`src/rtl/prog_clk_divider.sv`:
```
// Runtime-programmable integer clock divider with a registered divided clock,
// a period-start tick, and ratio changes deferred to period boundaries.
module prog_clk_divider #(
  parameter int WIDTH       = 8,
  parameter int DEFAULT_DIV = 4
) (
  input  logic             clk,
  input  logic             reset,
  input  logic             en,
  input  logic             div_load,
  input  logic [WIDTH-1:0] div_val,
  output logic             clk_out,
  output logic             tick,
  output logic [WIDTH-1:0] div_active,
  output logic             div_pending
);

  localparam logic [WIDTH-1:0] ONE     = WIDTH'(1);
  localparam logic [WIDTH-1:0] DEF_DIV = WIDTH'(DEFAULT_DIV);
  localparam logic [WIDTH-1:0] DEF_CNT = (DEFAULT_DIV == 0) ? '0 : WIDTH'(DEFAULT_DIV - 1);
  localparam logic [WIDTH:0]   ONE_W1  = (WIDTH + 1)'(1);

  logic [WIDTH-1:0] cnt_q, cnt_d;
  logic [WIDTH-1:0] div_cur_q, div_cur_d;
  logic [WIDTH-1:0] pend_val_q, pend_val_d;
  logic             pend_q, pend_d;
  logic             clk_out_q, clk_out_d;
  logic             tick_q, tick_d;

  logic             stopped;
  logic             boundary;
  logic [WIDTH-1:0] div_commit;
  logic [WIDTH:0]   half;

  assign stopped    = (div_cur_q == '0);
  assign boundary   = en && !stopped && (cnt_q == (div_cur_q - ONE));
  assign div_commit = div_load ? div_val : (pend_q ? pend_val_q : div_cur_q);

  // High-phase length for the ratio in effect after this edge, one bit wider
  // so the maximum ratio does not wrap to zero.
  assign half = ({1'b0, div_cur_d} + ONE_W1) >> 1;

  always_comb begin
    cnt_d      = cnt_q;
    div_cur_d  = div_cur_q;
    pend_val_d = pend_val_q;
    pend_d     = pend_q;
    clk_out_d  = clk_out_q;
    tick_d     = 1'b0;

    if (stopped) begin
      // A stopped divider accepts a load directly, primed to start a period
      // on the next enabled edge.
      clk_out_d = 1'b0;
      cnt_d     = '0;
      if (div_load) begin
        div_cur_d = div_val;
        cnt_d     = (div_val == '0) ? '0 : (div_val - ONE);
        pend_d    = 1'b0;
      end
    end else begin
      if (boundary) begin
        div_cur_d = div_commit;
        pend_d    = 1'b0;
        cnt_d     = '0;
      end else if (div_load) begin
        pend_val_d = div_val;
        pend_d     = 1'b1;
      end

      if (en) begin
        if (!boundary) begin
          cnt_d = cnt_q + ONE;
        end
        clk_out_d = ({1'b0, cnt_d} < half);
        tick_d    = (cnt_d == '0) && (div_cur_d != '0);
      end
    end
  end

  always_ff @(posedge clk) begin
    if (reset) begin
      cnt_q      <= DEF_CNT;
      div_cur_q  <= DEF_DIV;
      pend_val_q <= '0;
      pend_q     <= 1'b0;
      clk_out_q  <= 1'b0;
      tick_q     <= 1'b0;
    end else begin
      cnt_q      <= cnt_d;
      div_cur_q  <= div_cur_d;
      pend_val_q <= pend_val_d;
      pend_q     <= pend_d;
      clk_out_q  <= clk_out_d;
      tick_q     <= tick_d;
    end
  end

  assign clk_out     = clk_out_q;
  assign tick        = tick_q;
  assign div_active  = div_cur_q;
  assign div_pending = pend_q;

endmodule

```
`config.mk`:
```
export PLATFORM = sky130hd
export DESIGN_NAME = prog_clk_divider
export DESIGN_NICKNAME = d
export VERILOG_FILES = /design/src/rtl/prog_clk_divider.sv
export SDC_FILE = /design/constraint.sdc
export NUM_CORES = 1
export LEC_CHECK = 0
export BUFFER_PORTS_ARGS = -buffer_cell sky130_fd_sc_hd__buf_2
export CORE_MARGIN = 2
export CORE_UTILIZATION = 40
export CTS_CLUSTER_DIAMETER = 50
export DETAILED_ROUTE_END_ITERATION = 6
export PLACE_DENSITY = 0.65
export RECOVER_POWER = 100
export SLEW_MARGIN = 25
export SYNTH_ARGS = -nofsm -noshare
export SYNTH_HDL_FRONTEND = slang
export SYNTH_SLANG_ARGS = --single-unit
```
`constraint.sdc`:
```
create_clock -name clk -period 6.45 [get_ports clk]
set_input_delay 1.29 -clock clk [delete_from_list [all_inputs] [get_ports clk]]
set_output_delay 1.29 -clock clk [all_outputs]
set_load 0.1 [all_outputs]
```
== Word-level counts from Yosys, hierarchy flattened ==
Cells that the tools add are included.

* Add/subtract/negate cells: 4
* $lt $le $gt $ge: 1
* Equality and inequality tests: 2
* Multiplexer cells: 18
* Bitwise operators: 3
* Reductions and logical operators: 13

{| class="wikitable"
|+ Operators by type and width
! kind !! count
|-
| two-way mux 8 bit || 14
|-
| zero test 8 bit || 3
|-
| subtractor 8 x 1 -> 8 bit, second input constant || 2
|-
| adder 8 x 1 -> 9 bit, second input constant || 1
|-
| adder 8 x 1 -> 8 bit, second input constant || 1
|-
| equality test 8 bit || 1
|-
| less-than comparator 8 bit || 1
|-
| nonzero test 8 bit || 1
|-
| two-way mux 1 bit || 4
|-
| logical AND 1 bit || 3
|-
| NOT 1 bit || 3
|-
| AND reduction 3 bit || 1
|-
| OR reduction 3 bit || 1
|-
| != test 2 bit, second input constant || 1
|-
| AND reduction 2 bit || 1
|-
| nonzero test 2 bit || 1
|-
| OR reduction 2 bit || 1
|-
| zero test 1 bit || 1
|}

* Bits in registers: 27
* Bits of input ports: 12
* Output and inout port bits: 11
* Word-level logic and storage cells: 47

== Longest topological paths before layout ==
Gate-level depths: netlist (run 1).

* Word-level depth: 10
* Mapped depth: 19

== Least setup slack after synthesis (run 1) ==
Ideal clock, no wire load.

* Kind: flip-flop to flip-flop
* Start point: register div_cur_q[0] (netlist: div_active[0])
* End point: register clk_out_q (netlist: clk_out)
* Library setup time: 0.070 ns
* Data arrival time: 4.377 ns
* Slack: 2.003 ns
* Cell stages (with the launch flop): 17
* Path buffers: 0
* Period minus slack after synthesis: 4.447 ns
* Path through: dfxtp_1 -> inv_1 -> ha_1 -> nor3b_1 -> a21o_1 -> a211oi_1 -> and4_4 -> mux2i_1 -> and2_1 -> and4_1 -> or3b_1 -> ha_1 -> nand4_1 -> nor2_1 -> a211oi_1 -> o311ai_0 -> a21oi_1

* Word-level cells in the longest chain between the ends: 9

{| class="wikitable"
|+ Ends and longest elaborated chain
! what !! line !! RTL
|-
| from (decl) || 24 || <nowiki>logic [WIDTH-1:0] div_cur_q, div_cur_d;</nowiki>
|-
| from (signal assigned) || 91 || <nowiki>div_cur_q <= div_cur_d;</nowiki>
|-
| parallel branches: the longest is 9 deep, another holds adder 8 x 1 -> 9 bit || -- ||
|-
| to (signal assigned) || 94 || <nowiki>clk_out_q <= clk_out_d;</nowiki>
|-
| to (decl) || 27 || <nowiki>logic clk_out_q, clk_out_d;</nowiki>
|}

Parallel ways; which one is timed is not known. The select of a mux whose other input is x is not followed.
A chain may end at the register's enable or synchronous reset.

== Worst setup path after layout (run 1) ==
Same ends and word-level chain as after synthesis.

==> results of run 1 <==
power by group through the flow:
stage	registers [mW]	clock network, mW	logic, mW
global route	0.315	0.106	0.928
global placement	0.308	0	0.857
floorplan	0.413	0	0.622
detailed placement	0.306	0	0.870
CTS	0.303	0.100	0.873
finish	0.304	0.0984	0.839
worst paths after layout:
check,depth (start not counted),endpoint
min,2,clk_out
max,15,clk_out
max reg2reg,15,clk_out
min reg2reg,2,clk_out
worst max-delay path: cells and delay by family, from the launching register on:
family,cells,cell delay (ps)
xor gates and xnor gates,1,170
and+or+nand+nor,3,1640
buffers and inverters,1,120
DFF,1,410
AOI/OAI and AO/OA,7,1870
muxes,1,170
adders and majority gates,2,580
cells in the mapped netlist, types with 3 or more instances:
library cell | instances | share of area
nor2_1 | 37 | 0.061
dfxtp_1 | 27 | 0.24
mux2i_1 | 22 | 0.096
clkbuf_1 | 21 | 0.034
a21oi_1 | 17 | 0.037
nand2_1 | 17 | 0.028
xnor2_1 | 16 | 0.061
o21ai_0 | 13 | 0.028
ha_1 | 12 | 0.065
xor2_1 | 12 | 0.046
inv_1 | 9 | 0.015
nor2b_1 | 7 | 0.019
and3_1 | 6 | 0.016
nor4_1 | 6 | 0.016
nand3_1 | 5 | 0.011
nor3b_1 | 5 | 0.016
o22ai_1 | 5 | 0.014
a31oi_1 | 4 | 0.011
nand2b_1 | 4 | 0.011
nor3_1 | 4 | 0.0087
or2_2 | 4 | 0.011
a21o_1 | 3 | 0.0098
and2_1 | 3 | 0.0082
buf_2 | 3 | 0.0065
metrics by stage:
stage / std cells / total power [mW] / worst slack (ps)
finish: 367 / 1.24 / 1420
global placement: 363 / 1.16 / 1920
floorplan: 294 / 1.04 / 2000
global route: 367 / 1.35 / 959
detailed placement: 363 / 1.18 / 1800
CTS: 367 / 1.28 / 1910
flip-flops by register name (all words and copies together) (netlist names):
register,flops
cnt_q,8
clk_out,1
div_active,8
pend_val_q,8
div_pending,1
tick,1
logic make-up after synthesis:
family | Yosys count | synth area share
simple gates | 111 | 0.255
fa+ha+maj | 12 | 0.0654
flops | 27 | 0.236
buf+inv | 35 | 0.0692
mux | 23 | 0.102
compound gates | 58 | 0.166
xor+xnor | 28 | 0.107
final cells by class:
| type | instances | area [sq um] |
|---|---|---|
| Timing Repair Buffer | 23 | 100 |
| Sequential cell | 27 | 541 |
| Inverter | 9 | 33.8 |
| Clock buffer | 4 | 45.0 |
| Fill cell | 588 | 3160 |
| Tap cell | 72 | 90.1 |
| Multi-Input combinational cell | 232 | 1570 |
per-layer routing:
metal	vias to the layer above	part of all wire	wire length, microns	GRT usage
met5	-	0	0	0
met4	0	0.012	70	0.0407
met3	7	0.041	232	0.0147
met2	56	0.46	2640	0.308
met1	930	0.48	2770	0.277
li1	1037	-	-	-
==> results by group, run 1 <==
Run status
  – Status: complete, no violations

Layout
  – Area growth syn-to-layout: 3.71%
  – Layout Nets: 320
  – Most common cell after layout, fill and taps aside: nor2_1
  – Share of cells above drive strength 1: 0.0678
  – Final Cell Area: 2380 sq um
  – Inserted Diodes: 0
  – Final design utilization: 0.430
  – Commonest cells after routing, fill and taps aside: nor2_1 (37), dfxtp_1 (27), mux2i_1 (22), nand2_1 (17), a21oi_1 (17)

Synthesis
  – Post-synth EDFFs: 0
  – Yosys Warn Count: 0
  – Syn Nets: between 300 and 400
  – Main synth FF type: dfxtp_1
  – Fraction of registers with async set/reset: 0
  – Mapped Cells: between 200 and 300
  – Syn Area/Cell: ~7.8 sq um
  – Yosys cell types: slightly below 50
  – Synthesized cell area: ~2300 sq um
  – #FFs+latches synth: 27
  – Sequential fraction of the synthesis area: 0.236

Clock network
  – Clk sinks: 27
  – Inserted Clock Buffers: 3
  – Longest Clk Path Bufs: 2
  – Post-CTS Setup Inserts: 0
  – Worst-skew pair later-pin latency: 280 ps
  – TritonCTS clock tree: done
  – Post-cts hold buffer count: 0
  – H-tree levels: 1
  – Root Driver: clkbuf_8
  – CTS-repair resized insts: 0
  – Clock slew at reported path FFs: around 90 ps

Power and ir drop
  – Clock power frac: 0.079
  – Sequential Power Share: 0.245
  – Sw frac: 0.544
  – Leak: between 0.9 and 1 nW
  – PD cells: approximately 520 nW/um^2
  – Power share of the combinational group: 0.676
  – Sw Pwr: between 0.6 and 0.7 mW
  – Peak VDD IR: between 0.3 and 0.4 mV
  – Int Pwr: between 0.5 and 0.6 mW

Hold path
  – Worst Hold Launch: clk_out
  – Hold WC Path Type: flip-flop to flip-flop

Drt
  – Drt drc: 0
  – First-pass DRT Iterations: 4
  – Final ANT Viol Nets: 0
  – Initial DRC count: 85
  – Wirelength per Cell: 15.6 microns
  – Via density: ~5.5
  – Post-Route WL: 5.71 mm
  – Routed vias: between 2000 and 2500

STA
  – Fin crit period: just over 5000 ps
  – Period utilization: 0.780
  – Slew Limit Fails: 0
  – Final TNS setup: 0 ps
  – Final Hold Viols: 0
  – Worst slew pin tran: roughly 1200 ps
  – Worst hold slack: around 480 ps
  – RSZ-0062 raised after global routing: no
  – Worst slew margin: 0.230
  – Finish-stage setup viols: 0
  – F_max: around 200 MHz
  – Clock skew: approximately 1.3 ps

Die
  – Io pins: 23
  – DIE AREA: ~6400 sq um
  – FP Rows: 27
  – Die Width: approximately 80 microns
  – Core box area: about 5500 sq um
  – Initial core utilization: 0.414
  – Die H: between 70 and 80 microns

Placement
  – GPL Wtd Cong: 0.858
  – # port buffers: 22
  – DP HPWL: between 4 and 5 mm
  – Total placed instance area: approximately 2400 sq um

Critical path
  – Worst path required time: 6660 ps
  – WS Path Type: flip-flop to flip-flop
  – R2r startpoint: div_active[0]
  – Max Fanout on Critical Path: 30
  – Worst path max stage delay: 950 ps
  – Setup crit start: div_active[0]
  – Crit. End Element: flip-flop
  – Reg2reg setup slack: 1420 ps
  – Slowest CP cell: and4_1
  – Cell Chain, Critical Path: inv_1, ha_1, nor3b_1, nand4b_1, a211oi_1, and4_1, mux2i_2, a211oi_1, xor2_1, ha_1, a21o_1, a21o_1, a211oi_1, o311ai_0, a21oi_1
  – Crit-path most repeated cell: a211oi_1
  – Worst EP arrival: 5250 ps
  – Critical Path Source Type: flip-flop

Global routing
  – Overall Global Routing Usage: 0.190
  – Wire length of the first global-routing pass: 9.48 mm
  – Initial antenna violation count: 0
  – GR Overflow Total: 0
  – Largest net degree at the start of global routing: 31
  – Number of global-route vias before repair: 1838

Flow run
  – Max cap viols: 0
Note: power is estimated with default switching activity, not from simulation.
==> run 2: changes to the inputs <==
--- a/config.mk
+++ b/config.mk
@@ -5,12 +5,13 @@
 export SDC_FILE = /design/constraint.sdc
 export NUM_CORES = 1
 export LEC_CHECK = 0
+export ABC_AREA = 1
 export BUFFER_PORTS_ARGS = -buffer_cell sky130_fd_sc_hd__buf_2
 export CORE_MARGIN = 2
 export CORE_UTILIZATION = 40
 export CTS_CLUSTER_DIAMETER = 50
 export DETAILED_ROUTE_END_ITERATION = 6
-export PLACE_DENSITY = 0.65
+export PLACE_DENSITY = 0.67
 export RECOVER_POWER = 100
 export SLEW_MARGIN = 25
 export SYNTH_ARGS = -nofsm -noshare
==> constraint.sdc (replaced) <==
create_clock -name clk -period 4.5 [get_ports clk]
set_input_delay 0.9 -clock clk [delete_from_list [all_inputs] [get_ports clk]]
set_output_delay 0.9 -clock clk [all_outputs]
set_load 0.1 [all_outputs]
==> run 2 against run 1 <==
Global-route usage rose by 2.4 points. Critical path depth rose by 12. Register-to-register slack got worse by 920 ps. Flip-flop and latch count did not move. Wire length rose by 17%. Largest power group unchanged.
==> results by group, run 2 <==
Run status
  – Status: complete, no violations

STA
  – Worst slew margin: 0.145
  – Fin crit period: about 4000 ps
  – Slew Limit Fails: 0
  – Final TNS setup: 0 ps
  – Final Hold Viols: 0
  – Period utilization: 0.890
  – RSZ-0062 raised after global routing: no
  – Clock skew: 3.96 ps
  – Worst slew pin tran: between 1000 and 1500 ps
  – Worst hold slack: 484 ps
  – F_max: about 250 MHz
  – Finish-stage setup viols: 0

Clock network
  – Inserted Clock Buffers: 3
  – Clock slew at reported path FFs: roughly 100 ps
  – Clk sinks: 27
  – Worst-skew pair later-pin latency: ~280 ps
  – CTS-repair resized insts: 0
  – Post-cts hold buffer count: 0
  – Root Driver: clkbuf_8
  – TritonCTS clock tree: done
  – H-tree levels: 1
  – Longest Clk Path Bufs: 2
  – Post-CTS Setup Inserts: 0

Power and ir drop
  – Clock power frac: 0.144
  – Total power draw: 0.997 mW
  – PD cells: roughly 400 nW/um^2
  – Sw frac: 0.511
  – Power share of the combinational group: 0.535
  – Leak: 1.18 nW
  – Int Pwr: around 0.49 mW
  – Peak VDD IR: approximately 0.18 mV
  – Sw Pwr: roughly 0.51 mW
  – Sequential Power Share: 0.321

Hold path
  – Hold path cells: 2
  – Hold Path End: clk_out
  – Worst Hold Launch: clk_out
  – Hold WC Path Type: flip-flop to flip-flop

Synthesis
  – Post-synth top area cell: dfxtp_1
  – Synthesized cell area: between 2000 and 2500 sq um
  – Post-synth EDFFs: 0
  – Cells taking the most area after synthesis: dfxtp_1 (23%), nand2_1 (16%), inv_1 (8.2%)
  – Syn Nets: just over 400
  – Main synth FF type: dfxtp_1
  – Mapped Cells: roughly 380
  – Syn Area/Cell: 6.21 sq um
  – Yosys cell types: about 40
  – #FFs+latches synth: 27
  – Fraction of registers with async set/reset: 0
  – Most frequent cell after synthesis: nand2_1
  – Sequential fraction of the synthesis area: 0.227
  – Synth top area share: 0.227
  – Post-synth top cells: nand2_1 (101), inv_1 (52), nor2_1 (38), a21oi_1 (27), dfxtp_1 (27)
  – Yosys Warn Count: 0

Layout
  – Share of cells above drive strength 1: 0.0653
  – Inserted Diodes: 0
  – FF/Latch Area: ~540 sq um
  – Area growth syn-to-layout: 5.14%
  – Area occupied by multi-input gates: approximately 1500 sq um
  – Most common cell after layout, fill and taps aside: nand2_1
  – Fillers: between 600 and 700
  – Commonest cells after routing, fill and taps aside: nand2_1 (103), inv_1 (52), nor2_1 (38)
  – Layout Nets: approximately 420
  – Final Cell Area: 2510 sq um
  – Layout Cells excl Fill: between 400 and 500

Placement
  – Placed insts: 469
  – DP HPWL: approximately 5.3 mm
  – GPL Wtd Cong: 0.978
  – Total placed instance area: ~2500 sq um
  – # port buffers: 22

Die
  – FP Rows: 28
  – Initial core utilization: 0.407
  – DIE AREA: between 6000 and 7000 sq um
  – Die H: between 80 and 90 microns
  – Core box area: slightly below 6000 sq um
  – Io pins: 23
  – Die Width: 81.2 microns

Drt
  – Final ANT Viol Nets: 0
  – Drt drc: 0
  – First-pass DRT Iterations: 5
  – Routed vias: between 2000 and 3000
  – Via density: about 5.3
  – Post-Route WL: 6.67 mm
  – Initial DRC count: between 150 and 200
  – Wirelength per Cell: 14.1 microns

Critical path
  – Max Fanout on Critical Path: 24
  – R2r startpoint: div_active[0]
  – WS Path Type: flip-flop to flip-flop
  – Worst path required time: 4720 ps
  – Reg2reg setup slack: approximately 490 ps
  – R2R cell count: 27
  – Crit. End Element: flip-flop
  – Worst EP arrival: 4220 ps
  – Reg-to-Reg End: clk_out
  – Critical Path Source Type: flip-flop

Global routing
  – Largest net degree at the start of global routing: 25
  – Number of global-route vias before repair: about 2200
  – Overall Global Routing Usage: 0.214
  – Wire length of the first global-routing pass: about 11 mm
  – GR Overflow Total: 0
  – Initial antenna violation count: 0

Flow run
  – Max cap viols: 0
run 2: cell types whose count changed in the layout (fill, tap and decap cells not counted), moves of 5 or more:
cell	before	now
o211ai_1	1	10
mux2i_1	22	0
nand3_1	5	27
nand2_1	17	103
xnor2_1	16	5
o21ai_0	13	25
a21oi_1	17	27
inv_1	9	52
and3_1	6	0
nor4_1	6	1
nor2b_1	7	0
run 2: worst max-delay path by stage:
stage                  startpoint      end
floorplan           div_active[0]  clk_out
global placement               en  clk_out
detailed placement             en  clk_out
CTS                 div_active[0]  clk_out
global route        div_active[0]  clk_out
finish              div_active[0]  clk_out
run 2: cells by family after synthesis:
kind of cell | Yosys count | share of synthesized area
xor gates and xnor gates | 13 | 0.0478
AOI/OAI and AO/OA | 79 | 0.196
DFF | 27 | 0.227
and+or+nand+nor | 186 | 0.345
buffers and inverters | 67 | 0.121
adders and majority gates | 12 | 0.0630
run 2: critical path: stages, from the launching register on:
cell and delay, ps:
dfxtp_1 490, inv_1 210, ha_1 300, inv_1 80
nand2_1 50, nand3_1 90, nand2_1 60, a21oi_2 90
nand3_1 150, nor2_4 450, nand2_1 100, o21ai_1 140
o21ai_2 100, inv_1 110, ha_1 180, nand2_1 100
nor2_4 120, nand4_1 110, inv_1 80, nand2_1 50
ha_1 280, nand2_1 90, inv_1 60, nand2_1 50
nand3_1 60, a31oi_1 150, nand2_1 70, a21oi_1 120
run 2: metrics by stage:
stage / util / setup WS, ps
2_1_floorplan: - / 483
3_3_place_gp: 0.428 / 649
3_5_place_dp: 0.428 / 544
4_1_cts: 0.436 / 574
5_1_grt: 0.428 / 101
6_report: 0.428 / 495
run 2: per-layer routing:
layer | global-route usage | share of wire
met1 | 0.277 | 0.46
met2 | 0.374 | 0.46
met3 | 0.0267 | 0.056
met4 | 0.0542 | 0.024
met5 | 0 | 0
run 2: power groups by stage:
stage / Combinational, mW / Clock (mW) / Sequential [mW]
final: 0.534 / 0.144 / 0.320
after global routing: 0.601 / 0.156 / 0.324
after CTS: 0.545 / 0.148 / 0.319
after detailed placement: 0.543 / 0 / 0.324
after global placement: 0.534 / 0 / 0.323
after floorplan: 0.366 / 0 / 0.403
run 2: area by class of cell:
type | count | share of cell area
well taps | 75 | 0.0374
flip-flops and latches | 27 | 0.216
multi-input cells | 290 | 0.608
repair buffers | 22 | 0.0384
inverters | 55 | 0.0824
clock buffers | 4 | 0.0180
==> run 3: changes to the inputs <==
--- a/config.mk
+++ b/config.mk
@@ -5,7 +5,7 @@
 export SDC_FILE = /design/constraint.sdc
 export NUM_CORES = 1
 export LEC_CHECK = 0
-export ABC_AREA = 1
+export ABC_AREA = 0
 export BUFFER_PORTS_ARGS = -buffer_cell sky130_fd_sc_hd__buf_2
 export CORE_MARGIN = 2
 export CORE_UTILIZATION = 40
==> run 3 against run 2 <==
Via count is 17% lower. Sequential power is 31% higher. Count of clock-buffer cells in the layout stayed put. Setup slack worse by 100 ps. Largest power group unchanged.
==> results by group, run 3 (synthesis gave the netlist of run 1 again) <==
Run status
  – Status: complete, no violations

STA
  – Worst hold slack: a little under 500 ps
  – Worst slew pin tran: between 1000 and 1500 ps
  – Worst slew margin: 0.221
  – Final TNS setup: 0 ps
  – F_max: approximately 240 MHz
  – Slew Limit Fails: 0
  – Period utilization: 0.912
  – Fin crit period: about 4100 ps
  – Final Hold Viols: 0
  – RSZ-0062 raised after global routing: no
  – Clock skew: ~2.2 ps
  – Finish-stage setup viols: 0

Die
  – Io pins: 23
  – FP Rows: 27
  – DIE AREA: ~6400 sq um
  – Die H: 79.7 microns
  – Die Width: approximately 80 microns
  – Initial core utilization: 0.414
  – Core box area: around 5500 sq um

Global routing
  – Wire length of the first global-routing pass: between 9 and 10 mm
  – Number of global-route vias before repair: 1903
  – Largest net degree at the start of global routing: 24
  – Overall Global Routing Usage: 0.191
  – GR Overflow Total: 0
  – Initial antenna violation count: 0

Power and ir drop
  – Peak VDD IR: 0.510 mV
  – Leak: 0.984 nW
  – PD cells: between 700 and 800 nW/um^2

Drt
  – Post-Route WL: ~5.8 mm
  – First-pass DRT Iterations: 4
  – Drt drc: 0
  – Via density: 5.56
  – Routed vias: between 2000 and 2500
  – Wirelength per Cell: around 15 microns
  – Initial DRC count: approximately 130
  – Final ANT Viol Nets: 0

Clock network
  – Clock slew at reported path FFs: around 90 ps
  – Clk sinks: 27
  – Root Driver: clkbuf_8
  – Inserted Clock Buffers: 3
  – TritonCTS clock tree: done
  – H-tree levels: 1
  – Worst-skew pair later-pin latency: between 200 and 300 ps
  – Longest Clk Path Bufs: 2

Critical path
  – WS Path Type: flip-flop to flip-flop
  – Worst path required time: approximately 4700 ps
  – Crit. End Element: flip-flop
  – Worst EP arrival: roughly 4300 ps
  – Max Fanout on Critical Path: 10
  – Critical Path Source Type: flip-flop

Placement
  – GPL Wtd Cong: around 0.87
  – # port buffers: 22
  – DP HPWL: 4.46 mm
  – Total placed instance area: between 2000 and 2500 sq um

Layout
  – Share of cells above drive strength 1: 0.113
  – Most common cell after layout, fill and taps aside: nor2_1
  – Commonest cells after routing, fill and taps aside: nor2_1 (37), dfxtp_1 (27), mux2i_1 (20), nand2_1 (17), a21oi_1 (17)
  – Layout Nets: 327
  – Inserted Diodes: 0
  – Area growth syn-to-layout: 7.52%
  – Final Cell Area: 2470 sq um

Flow run
  – Max cap viols: 0

Hold path
  – Hold WC Path Type: flip-flop to flip-flop
==> run 3: path summary, 6_finish.rpt <==
path / slack [ps] / endpoint / cells past startpoint / start
setup / recovery: 390 / clk_out / 16 / div_active[0]
hold / removal: 490 / clk_out / 2 / clk_out
setup reg to reg: 390 / clk_out / 16 / div_active[0]
hold reg to reg: 490 / clk_out / 2 / clk_out
==> run 3: report_power, final <==
group          leakage, nW  internal (mW)  total, mW  switching, mW
Clock               0.0228         0.0635      0.140         0.0769
Combinational        0.740          0.507       1.31          0.800
Sequential           0.221          0.309      0.419          0.110
==> run 3: cell type report <==
cell class | count | area [sq um]
Clock buffer | 4 | 45.0
Fill cell | 593 | 3070
Inverter | 9 | 33.8
Multi-Input combinational cell | 232 | 1610
Sequential cell | 27 | 541
Tap cell | 72 | 90.1
Timing Repair Buffer | 30 | 150
==> run 3: worst max-delay path: stages (launching register included) <==
cell      delay (ps)
dfxtp_1          490
inv_1            130
ha_1             260
nor3b_2          190
a21o_1           180
a211oi_1         320
and4_4           380
mux2i_2          330
and2_1           190
and4_1           210
or3b_1           360
ha_1             300
nand4_1          120
nor2_1            60
a211oi_1         200
o311ai_0         160
a21oi_1          160
==> run 3: metrics by stage <==
step	util	total power [mW]	setup WS, ps	cells
2_1_floorplan	-	1.48	53.0	294
3_3_place_gp	0.435	1.68	444	367
3_5_place_dp	0.435	1.70	244	367
4_1_cts	0.443	1.84	211	371
5_1_grt	0.445	2.02	5.61	374
6_report	0.445	1.87	394	374
==> run 3: routing by layer <==
| layer | GRT usage | part of all wire | vias to the layer above |
|---|---|---|---|
| met2 | 0.320 | 0.48 | 38 |
| li1 | - | - | 1049 |
| met1 | 0.271 | 0.48 | 988 |
| met5 | 0 | 0 | - |
| met3 | 0.0192 | 0.037 | 4 |
| met4 | 0.0288 | 0.0043 | 0 |
==> run 3: what timing repair did <==
action / in CTS / in global routing
resized for setup: 0 / 3
hold buffers: 0 / 0
setup endpoints to repair: 0 / 1
buffers inserted: 0 / 3
